<file path="src/rtl/mux_253_arbiter.sv">
`default_nettype none
// ============================================================================
// Module   : mux_253_arbiter
// Purpose  : Round-robin arbiter for a shared 74x253 dual 4:1 tristate mux,
//            with one dead turnaround cycle between bus owners.
//            Optional forced rotation: define MUX_253_ARBITER_HOLD_LIMIT_EN.
// Revision : 1.0 - initial release
// ============================================================================
module mux_253_arbiter #(
    parameter int MAX_HOLD = 8,
    parameter int HOLD_W   = 4
) (
    input  logic       clk,
    input  logic       reset,
    input  logic [3:0] req,
    input  logic [7:0] lane,
    output logic [1:0] sel,
    output logic       noe1,
    output logic       noe2,
    output logic [3:0] gnt,
    output logic       busy
);

    localparam logic [1:0]        c_IDLE     = 2'd0;
    localparam logic [1:0]        c_TURN     = 2'd1;
    localparam logic [1:0]        c_GRANT    = 2'd2;
    localparam logic [HOLD_W-1:0] c_HOLD_SAT = HOLD_W'(MAX_HOLD - 1);

    logic [1:0]        r_state, w_state_nx;
    logic [1:0]        r_sel,   w_sel_nx;
    logic              r_noe1,  w_noe1_nx;
    logic              r_noe2,  w_noe2_nx;
    logic [3:0]        r_gnt,   w_gnt_nx;
    logic              r_busy,  w_busy_nx;
    logic [HOLD_W-1:0] r_hold,  w_hold_nx;
    logic [1:0]        r_ptr,   w_ptr_nx;

    logic [3:0]        w_own_mask;
    logic [3:0]        w_others;
    logic [1:0]        w_idle_win;
    logic [1:0]        w_next_win;
    logic              w_release;

    // First set bit strictly after base, wrapping; base itself has lowest priority.
    function automatic logic [1:0] f_pick(input logic [3:0] r, input logic [1:0] base);
        logic [1:0] idx;
        f_pick = base;
        for (int k = 4; k >= 1; k--) begin
            idx = base + 2'(k);
            if (r[idx]) f_pick = idx;
        end
    endfunction

    assign w_own_mask = 4'b0001 << r_sel;
    assign w_others   = req & ~w_own_mask;
    assign w_idle_win = f_pick(req, r_ptr);
    assign w_next_win = f_pick(w_others, r_sel);

`ifdef MUX_253_ARBITER_HOLD_LIMIT_EN
    assign w_release = ~req[r_sel] | ((r_hold == c_HOLD_SAT) & (|w_others));
`else
    assign w_release = ~req[r_sel];
`endif

    always_ff @(posedge clk) begin
        if (reset) begin
            r_state <= c_IDLE;
            r_sel   <= 2'd0;
            r_noe1  <= 1'b1;
            r_noe2  <= 1'b1;
            r_gnt   <= 4'd0;
            r_busy  <= 1'b0;
            r_hold  <= '0;
            r_ptr   <= 2'd3;
        end else begin
            r_state <= w_state_nx;
            r_sel   <= w_sel_nx;
            r_noe1  <= w_noe1_nx;
            r_noe2  <= w_noe2_nx;
            r_gnt   <= w_gnt_nx;
            r_busy  <= w_busy_nx;
            r_hold  <= w_hold_nx;
            r_ptr   <= w_ptr_nx;
        end
    end

    always_comb begin
        w_state_nx = r_state;
        w_sel_nx   = r_sel;
        w_noe1_nx  = r_noe1;
        w_noe2_nx  = r_noe2;
        w_gnt_nx   = r_gnt;
        w_busy_nx  = r_busy;
        w_hold_nx  = r_hold;
        w_ptr_nx   = r_ptr;
        case (r_state)
            c_IDLE: begin
                if (|req) begin
                    w_state_nx = c_TURN;
                    w_sel_nx   = w_idle_win;
                    w_busy_nx  = 1'b1;
                end
            end
            c_TURN: begin
                // Lane choice is captured once here and frozen for the whole grant.
                w_state_nx = c_GRANT;
                w_gnt_nx   = w_own_mask;
                w_hold_nx  = '0;
                w_noe1_nx  = ~lane[{r_sel, 1'b0}];
                w_noe2_nx  = ~lane[{r_sel, 1'b1}];
            end
            c_GRANT: begin
                if (r_hold != c_HOLD_SAT) w_hold_nx = r_hold + 1'b1;
                if (w_release) begin
                    w_ptr_nx  = r_sel;
                    w_noe1_nx = 1'b1;
                    w_noe2_nx = 1'b1;
                    w_gnt_nx  = 4'd0;
                    if (|w_others) begin
                        w_state_nx = c_TURN;
                        w_sel_nx   = w_next_win;
                    end else begin
                        w_state_nx = c_IDLE;
                        w_busy_nx  = 1'b0;
                    end
                end
            end
            default: begin
                w_state_nx = c_IDLE;
                w_noe1_nx  = 1'b1;
                w_noe2_nx  = 1'b1;
                w_gnt_nx   = 4'd0;
                w_busy_nx  = 1'b0;
            end
        endcase
    end

    always_comb begin
        sel  = r_sel;
        noe1 = r_noe1;
        noe2 = r_noe2;
        gnt  = r_gnt;
        busy = r_busy;
    end

endmodule
`default_nettype wire

</file>
<file path="config.mk">
export PLATFORM = sky130hd
export DESIGN_NAME = mux_253_arbiter
export DESIGN_NICKNAME = d
export VERILOG_FILES = /design/src/rtl/mux_253_arbiter.sv
export SDC_FILE = /design/constraint.sdc
export NUM_CORES = 1
export LEC_CHECK = 0
export ABC_AREA = 1
export BUFFER_PORTS_ARGS = -buffer_cell sky130_fd_sc_hd__buf_2
export CORE_ASPECT_RATIO = 1.1
export CORE_MARGIN = 3
export CORE_UTILIZATION = 38
export DETAILED_ROUTE_END_ITERATION = 6
export GPL_TIMING_DRIVEN = 0
export HOLD_SLACK_MARGIN = 0.06
export PLACE_DENSITY = 0.71
export SETUP_SLACK_MARGIN = 0.5
export SYNTH_ARGS = -nofsm -noshare
export SYNTH_HDL_FRONTEND = slang
export SYNTH_SLANG_ARGS = --single-unit
</file>
<file path="constraint.sdc">
create_clock -name clk -period 1.8 [get_ports clk]
set_clock_uncertainty 0.2 [all_clocks]
set_input_delay 0.36 -clock clk [delete_from_list [all_inputs] [get_ports clk]]
set_output_delay 0.36 -clock clk [all_outputs]
set_load 0.01 [all_outputs]
</file>
==> results.md, run 1 <==
- Of the total power, the share spent switching nets is 0.424.
- The first detailed-routing pass took 4 iterations.
- The arrival time reported for the critical path endpoint is 1.73 ns.
- The number of nets in the layout is 226.
- The fill cell instance count of the final layout is 243.
- The critical-path maximum fanout is 5.
- The number of CTS-inserted buffers is 3.
- Counting every instance in the synthesized netlist gives 172.
- Data on the critical path is required at its endpoint by 1.79 ns.
- For this design, the CTS-stage hold fixing added 0 buffers.
- The average instance in the mapped netlist occupies 6.08 µm².
- The critical setup path kind is reg -> reg.
- The total detailed-routing wirelength is 2.80 mm.
- The class of the tightest hold or removal check is in -> reg.
- The clock network fraction of design power is 0.133.
- The fraction of layout cells with a size suffix above 1 is 0.377.
- The cell repeated most along the worst path is nand2_1.
- The global routing usage summed across all routing layers is 0.172.
- Walking the worst path, the cells encountered are inv_4, buf_8, ha_4, inv_2, nand2_1, nand2_1, nor2_2, nand2_1, nand2_2, nor2_4, nand2_2, nor2_2, a21oi_2.
- The first routing iteration left 47 violations.
- The share of total power in combinational logic is 0.586.
- Ranked by total cell area, the synthesized netlist is headed by dfxtp_1 25%, nand2_1 23%, nand3_1 6.7%.
- Clock latency on the worst-skew pair, taken at its later pin, is 0.29 ns.
- CTS built an H-tree with a depth of 1.
- Counting every net in the synthesized netlist gives 190.
- The total vias in the final route is 1161.
- Derived from the worst setup path, the maximum achievable clock frequency is 573 MHz.
- Overall power consumption after layout is estimated at 1380 µW.
- The via count of the first global-routing pass is 1087.
- The flow ran to the end, and the final reports show no timing, DRC or antenna violations.
- The area of the die is 0.00342 mm².
- The share of synthesized area in the top cell type comes to 0.249.
- After detailed routing, the average wire length per cell comes to 11.8 µm.
- The starting density of the core is 0.407.
- The clock slew at the register clock pins of the worst setup and hold paths is 0.08 ns.
- The worst hold slack after final layout is 0.257 ns.
- The count of buffers inserted at the top-level ports is 21.
- The most instantiated library cell after synthesis is nand2_1.
- In this run the horizontal extent of the chip is 56.0 µm.
- Synthesis instantiated 23 different standard cells from the library.
- The footprint of the multi-input gates is 769 µm².
- The dominant synthesized flop cell is dfxtp_1.
- The count of nets left with antenna violations once routing finished came out at 0.
- The final critical path time including I/O delays and setup is 1.74 ns.
- Of the synthesized area, sequential elements account for 0.249.
- Setup repair after global routing could not meet its margin everywhere.
- The share of synthesized flip-flops with an asynchronous set or reset is 0.
- The total leakage power is 0.000739 µW.
- In this run, synthesis inferred 0 flip-flops with an integrated enable.
- For this run the aggregate overflow at the end of global routing stands at 0.
- The floorplan die height is 61.0 µm.
- The CTS root buffer is clkbuf_4.
- STA classifies the critical path endpoint as a flip-flop.
- Across the VDD grid, the largest voltage drop is 0.000594 V.
- The number of ports placed on the die boundary is 23.
- The normalized max-slew margin is 0.710.
- The internal power of the cells is 795 µW.
- After synthesis the cells add up to 0.00105 mm².
- Dividing the detail-routed via count by the number of cells gives 4.88.
- The relative area change from synthesis to final layout is 42.0%.
- TritonCTS built the clock tree.
- The actual transition at the worst max-transition pin is 0.435 ns.
- In this run, synthesis produced a sequential element count of 13.
- Max-cap violations in this run came to 0.
- STA classifies the critical path startpoint as a flip-flop.
- The register area is 277 µm².
- Setup violations remaining at the end of the flow were counted as 0.
- In this run the core area contains 19 standard-cell rows.
- The slowest cell on the critical path is dfxtp_4.
- For this run, design rule violations remaining after detail routing come to 0.
- The core region area is 0.00257 mm².
- Dividing the final minimum period by the clock period gives 0.969.
- At the end of routability-driven placement, the weighted congestion stood at 0.858.
- The HPWL after detailed placement is 1.99 mm.
- The largest single stage delay on the critical path is 0.39 ns.
- Of the total power, registers draw 0.281.
- For this run, the number of Yosys warnings is 0.
- For this design the total switching power over the nets is 584 µW.
- The initial antenna violation count is 0.
- Power spread over the standard cell area amounts to 928 mW/mm².
- The total number of clock tree sinks is 13.
- The number of antenna diodes in the final layout is 0.
- The final-report hold violation count is 0.
- The largest total area in the synthesized netlist belongs to dfxtp_1.
- Entering global routing, the biggest net connects 10 pins.
- Sorting the synthesized cells by how often they occur yields 65 x nand2_1, 18 x nor2_1, 16 x inv_1, 14 x nand3_1, 13 x dfxtp_1.
- The number of pins exceeding their max-slew limit in the final report was 0.
- The global-route wire length before repair is 4.59 mm.
- In this run the deepest clock path goes through 2 buffers.
-- cells by family after synthesis --
kind of cell               synth area share
adders and majority gates            0.0478
AOI/OAI and AO/OA                     0.128
buffers and inverters                 0.104
and+or+nand+nor                       0.471
DFF                                   0.249
-- routing by layer --
layer  vias to the layer above  global-route usage  part of all wire
met4                         0              0.0339            0.0071
met5                         -                   0                 0
met1                       522               0.212              0.45
met2                        21               0.304              0.51
li1                        616                   -                 -
met3                         2              0.0503             0.041
-- area by class of cell --
type / instances / area share
inverter: 20 / 0.0556
multi-input combinational: 135 / 0.518
buffer: 4 / 0.0278
sequential: 13 / 0.186
timing repair buffer: 31 / 0.168
tap: 31 / 0.0261
clock buffer: 4 / 0.0177
-- repair_timing --
item	in CTS	in global routing
pin swaps	7	9
hold endpoints to repair	0	0
setup endpoints to repair	21	22
gates resized for setup	21	17
setup buffers	7	3
-- final timing paths --
check / cells past startpoint / from / slack (ns) / end
min reg2reg: 2 / gnt[1]$_SDFFE_PP0P_ / 0.26 / gnt[1]$_SDFFE_PP0P_
max reg2reg: 13 / sel[0]$_SDFFE_PP0P_ / 0.06 / sel[0]$_SDFFE_PP0P_
min: 4 / lane[6] / 0.26 / noe1$_SDFFE_PP1P_
max: 13 / sel[0]$_SDFFE_PP0P_ / 0.06 / sel[0]$_SDFFE_PP0P_
-- cell usage in the layout (no fill, tap or decap), types with 2 or more instances in the layout --
| master | synthesis | routed |
|---|---|---|
| nand2_4 | 1 | 4 |
| nor2_2 | 0 | 2 |
| nand3_4 | 2 | 3 |
| o21ai_0 | 6 | 5 |
| dfxtp_2 | 0 | 7 |
| o211ai_1 | 4 | 4 |
| buf_6 | 2 | 10 |
| nor2_4 | 2 | 2 |
| dfxtp_4 | 0 | 2 |
| nand4_1 | 2 | 2 |
| ha_4 | 0 | 2 |
| buf_8 | 0 | 2 |
| a21oi_2 | 1 | 3 |
| buf_4 | 1 | 8 |
| a21oi_1 | 10 | 8 |
| inv_2 | 4 | 4 |
| inv_1 | 16 | 14 |
| nand3_1 | 14 | 14 |
| nand2_1 | 65 | 56 |
| dfxtp_1 | 13 | 4 |
| clkbuf_4 | 0 | 3 |
| nor2_1 | 18 | 16 |
| buf_2 | 0 | 13 |
| nand2_2 | 2 | 8 |
-- stage by stage --
step | TNS, ns | std cells | area (µm²) | setup WS [ns] | utilization
final | 0 | 238 | 1490 | 0.0551 | 0.578
after detailed placement | -0.00644 | 224 | 1230 | -0.00510 | 0.479
after global routing | -0.0670 | 238 | 1490 | -0.0452 | 0.578
after CTS | 0 | 235 | 1380 | 0.101 | 0.538
after floorplan | 0 | 172 | 1090 | 0.183 | -
after global placement | -0.0225 | 224 | 1230 | -0.0225 | 0.479
-- power by group through the flow --
| stage | combinational, µW | sequential (µW) | clock (µW) |
|---|---|---|---|
| 2_1_floorplan | 452 | 397 | 0 |
| 5_1_grt | 897 | 394 | 197 |
| 4_1_cts | 723 | 382 | 189 |
| 6_report | 808 | 387 | 183 |
| 3_5_place_dp | 606 | 389 | 0 |
| 3_3_place_gp | 605 | 388 | 0 |
-- critical path: cells and delay by family, from the launching register on --
family	cells	cell delay (ns)
simple gates	8	0.63
flops	1	0.39
buf+inv	3	0.21
fa+ha+maj	1	0.16
compound gates	1	0.06
-- registers in the layout, indices dropped and copies added, names as in the netlist --
signal,flops
noe1,1
gnt,4
busy,1
noe2,1
r_ptr,2
r_state,2
sel,2
Power figures use the tool's default switching activity.
==> run 2, diff against run 1 <==
Settings changed: ABC_AREA 1 to unset, PLACE_DENSITY 0.71 to 0.72.
==> results.md, run 2 <==
- Run status: complete, but fails checks (was finished clean).
- The final reports fail on setup timing.
- The critical-path maximum fanout is 8 (was 5).
- The total number of clock tree sinks is 13 (unchanged).
- The depth of the CTS H-tree is 1 (unchanged).
- The final-report hold violation count is 0 (unchanged).
- The detailed-router iteration count before antenna repair is 4 (unchanged).
- The arrival time reported for the critical path endpoint is 2.08 ns (was 1.73 ns).
- The final critical path time including I/O delays and setup is 2.11 ns (was 1.74 ns).
- The critical path startpoint category is a flip-flop (unchanged).
- The count of warnings emitted by yosys came to 0 (unchanged).
- The die extent in x came to 52.3 µm (was 56.0 µm).
- The power per standard cell area is 835 mW/mm² (was 928 mW/mm²).
- The fill cell instance count of the final layout is 166 (was 243).
- The pin count of the biggest net entering global routing is 10 (unchanged).
- The post-detailed-placement cell area is 0.00110 mm² (was 0.00123 mm²).
- The switching power share of the total is 0.375 (was 0.424).
- The number of nets in the layout is 164 (was 226).
- The total detailed-routing wirelength is 3.02 mm (was 2.80 mm).
- The total leakage power is 0.000586 µW (was 0.000739 µW).
- The number of maximum-capacitance constraint violations is 0 (unchanged).
- The fraction of layout cells with a size suffix above 1 came to 0.524 (was 0.377).
- The endpoint kind of the worst setup timing path is a flip-flop (unchanged).
- The relative area change from synthesis to final layout is 58.2% (was 42.0%).
- The global-route wire length before repair is 4.35 mm (was 4.59 mm).
- The synthesized net count is 121 (was 190).
- The flip-flop count of the largest register after layout is 4 (unchanged).
- The total inserted antenna cells is 0 (unchanged).
- The HPWL after detailed placement is 1.73 mm (was 1.99 mm).
- Biggest area contributors in the synthesized netlist: dfxtp_1 29%, mux4_2 7.6%, mux4_1 5.9% (was dfxtp_1 25%, nand2_1 23%, nand3_1 6.7%).
- The maximum clock insertion buffer count was 2 (unchanged).
- The via count of the first global-routing pass was 931 (was 1087).
- The count of antenna-violating nets left after detailed routing is 0 (unchanged).
- The number of pins exceeding their max-slew limit in the final report is 0 (unchanged).
- The post-route fraction of the period consumed by the critical path is 1.17 (was 0.969).
- Top library cells by usage in the layout, fill and taps aside: 16 x buf_6, 13 x buf_2, 13 x nand2_1 (was 56 x nand2_1, 16 x nor2_1, 14 x inv_1, 14 x nand3_1, 13 x buf_2).
- The startpoint of the most critical hold path is reset (was lane[6]).
- The post-synthesis area per instance is 8.69 µm² (was 6.08 µm²).
- The maximum clock frequency is 474 MHz (was 573 MHz).
- The setup TNS was -2.08 ns (was 0 ns).
- The initial antenna violation count is 0 (unchanged).
- The post-route worst setup slack is -0.311 ns (was 0.0551 ns).
- The number of enable-type register cells in the synthesized netlist is 0 (unchanged).
- The switching component of the power is 443 µW (was 584 µW).
- The worst vdd rail ir drop is 0.000591 V (was 0.000594 V).
- The data required time of the critical path is 1.77 ns (was 1.79 ns).
- The average routed wire per standard cell is 17.5 µm (was 11.8 µm).
- The fraction of the yosys area taken by sequential cells was 0.291 (was 0.249).
- Synth cell count leaders: 13 x dfxtp_1, 13 x nand2_1, 13 x nor2_1, 8 x o21ai_0, 7 x a21oi_1 (was 65 x nand2_1, 18 x nor2_1, 16 x inv_1, 14 x nand3_1, 13 x dfxtp_1).
- The actual transition at the worst max-transition pin came to 0.475 ns (was 0.435 ns).
- The beginning of the critical path is r_state[0]$_SDFFE_PP0P_ (was sel[0]$_SDFFE_PP0P_).
- The most frequent standard cell in the layout excluding fill and tap cells is buf_6 (was nand2_1).
- The number of DRC markers after the initial detailed-route iteration is 62 (was 47).
- The number of ports placed on the die boundary is 23 (unchanged).
- The area of the die came to 0.00297 mm² (was 0.00342 mm²).
- The CTS tree is yes (unchanged).
- The count of buffers inserted at the top-level ports was 21 (unchanged).
- The register area is 277 µm² (unchanged).
- The global routing usage summed across all routing layers is 0.191 (was 0.172).
- The beginning of the worst register-to-register path is r_state[0]$_SDFFE_PP0P_ (was sel[0]$_SDFFE_PP0P_).
- The netlist area before placement came to 895 µm² (was 0.00105 mm²).
- The core region area was 0.00213 mm² (was 0.00257 mm²).
- The internal power of the cells came to 738 µW (was 795 µW).
- The dominant synthesized flop cell is dfxtp_1 (unchanged).
- The post-route core utilization is 0.665 (was 0.578).
- The post-cts hold buffer count was 0 (unchanged).
- The class of the tightest hold or removal check is in -> reg (unchanged).
- The number of CTS-inserted buffers is 3 (unchanged).
- The footprint of the multi-input gates is 706 µm² (was 769 µm²).
- The share of total power in combinational logic is 0.535 (was 0.586).
- The starting density of the core was 0.421 (was 0.407).
- The count of different cell masters after synthesis came to 33 (was 23).
- The global route total overflow is 0 (unchanged).
- The critical setup path kind is reg -> reg (unchanged).
- The synthesized netlist cell count is 103 (was 172).
- The detailed-route vias per instance is 5.99 (was 4.88).
- The floorplan die height came to 56.9 µm (was 61.0 µm).
- The clock insertion delay at the later pin of the skew report is 0.28 ns (was 0.29 ns).
- The normalized max-slew margin is 0.683 (was 0.710).
- The setup violation total in the final timing report is 13 (was 0).
- The clock slew at the register clock pins of the worst setup and hold paths is 0.08 ns (about the same).
- The number of DRC violations after detailed routing is 0 (unchanged).
- The part of the total power dissipated in sequential elements is 0.308 (was 0.281).
- The share of synthesized flip-flops with an asynchronous set or reset is 0 (unchanged).
- The row count is 17 (was 19).
- The clock network fraction of design power is 0.157 (was 0.133).
- The count of state elements after synthesis is 13 (unchanged).
- The cell accounting for the most synthesized area is dfxtp_1 (unchanged).
- The cell area after layout is 0.00142 mm² (was 0.00149 mm²).
- The total vias in the final route is 1037 (was 1161).
- The routability congestion estimate from global placement is 0.853 (was 0.858).
- The CTS root buffer is clkbuf_4 (unchanged).
- RSZ-0062 raised after global routing: yes (unchanged).
- The top cell type's share of synthesized area is 0.291 (was 0.249).
==> run 2: changes by cell type in the layout (fill, tap and decap cells not counted), moves of 4 or more <==
cell      delta
nand2_1     -43
nand3_1     -13
inv_1       -10
nand2_2      -8
buf_6        +6
a21oi_1      -4
inv_2        -4
nand2_4      -4
nor2_1       -4
o211ai_1     -4
==> run 2: worst paths after layout <==
check,endpoint,cells after the start,slack [ns]
hold / removal,gnt[2]$_SDFFE_PP0P_,2,0.27
hold reg to reg,noe1$_SDFFE_PP1P_,2,0.29
setup reg to reg,sel[1]$_SDFFE_PP0P_,5,-0.31
setup / recovery,sel[1]$_SDFFE_PP0P_,5,-0.31
==> run 2: area by class of cell <==
| type | count | share of cell area |
|---|---|---|
| multi-input cells | 81 | 0.499 |
| well taps | 28 | 0.0248 |
| inverters | 6 | 0.0230 |
| flip-flops and latches | 13 | 0.195 |
| repair buffers | 38 | 0.223 |
| plain buffers | 3 | 0.0168 |
| clock buffers | 4 | 0.0186 |
==> run 2: power groups by stage <==
stage               combinational (µW)  sequential (µW)  clock [µW]
CTS                                515              356         186
global route                       670              368         199
finish                             632              364         185
floorplan                          298              372           0
global placement                   398              366           0
detailed placement                 409              367           0
==> run 2: per-stage QoR <==
| stage | total power (µW) | hold slack, ns | setup slack, ns | cells |
|---|---|---|---|---|
| floorplan | 671 | 0.309 | -0.188 | 103 |
| global placement | 763 | 0.253 | -0.309 | 152 |
| detailed placement | 776 | 0.264 | -0.333 | 152 |
| CTS | 1060 | 0.272 | -0.238 | 167 |
| global route | 1240 | 0.305 | -0.348 | 173 |
| finish | 1180 | 0.268 | -0.311 | 173 |
==> run 2: per-layer routing <==
layer,GRT usage,vias up,wire (µm)
met4,0.0474,0,148
met1,0.224,526,1130
met2,0.321,37,1590
met3,0.0716,10,153
met5,0,-,0
li1,-,464,-
==> run 2: timing repair <==
item | 4_1_cts | 5_1_grt
cloned | 0 | 0
pin swaps | 8 | 8
buffers inserted | 11 | 6
resized for setup | 19 | 18
endpoints found under the setup margin | 22 | 21
endpoints found under the hold margin | 0 | 0
==> run 2: cell families (layout without fill, tap and decap cells) <==
kind of cell / after synthesis / count (layout) / synth area share
AOI/OAI and AO/OA: 30 / 30 / 0.231
muxes: 7 / 7 / 0.157
adders and majority gates: 4 / 4 / 0.0559
buffers and inverters: 9 / 51 / 0.0433
and+or+nand+nor: 40 / 40 / 0.222
DFF: 13 / 13 / 0.291
==> run 2: critical path: stages, from the launching register on <==
cell and delay (ns):
dfxtp_1 0.40, inv_1 0.30, nand2_1 0.32, a21oi_1 0.30, o221ai_1 0.20, a32o_1 0.29
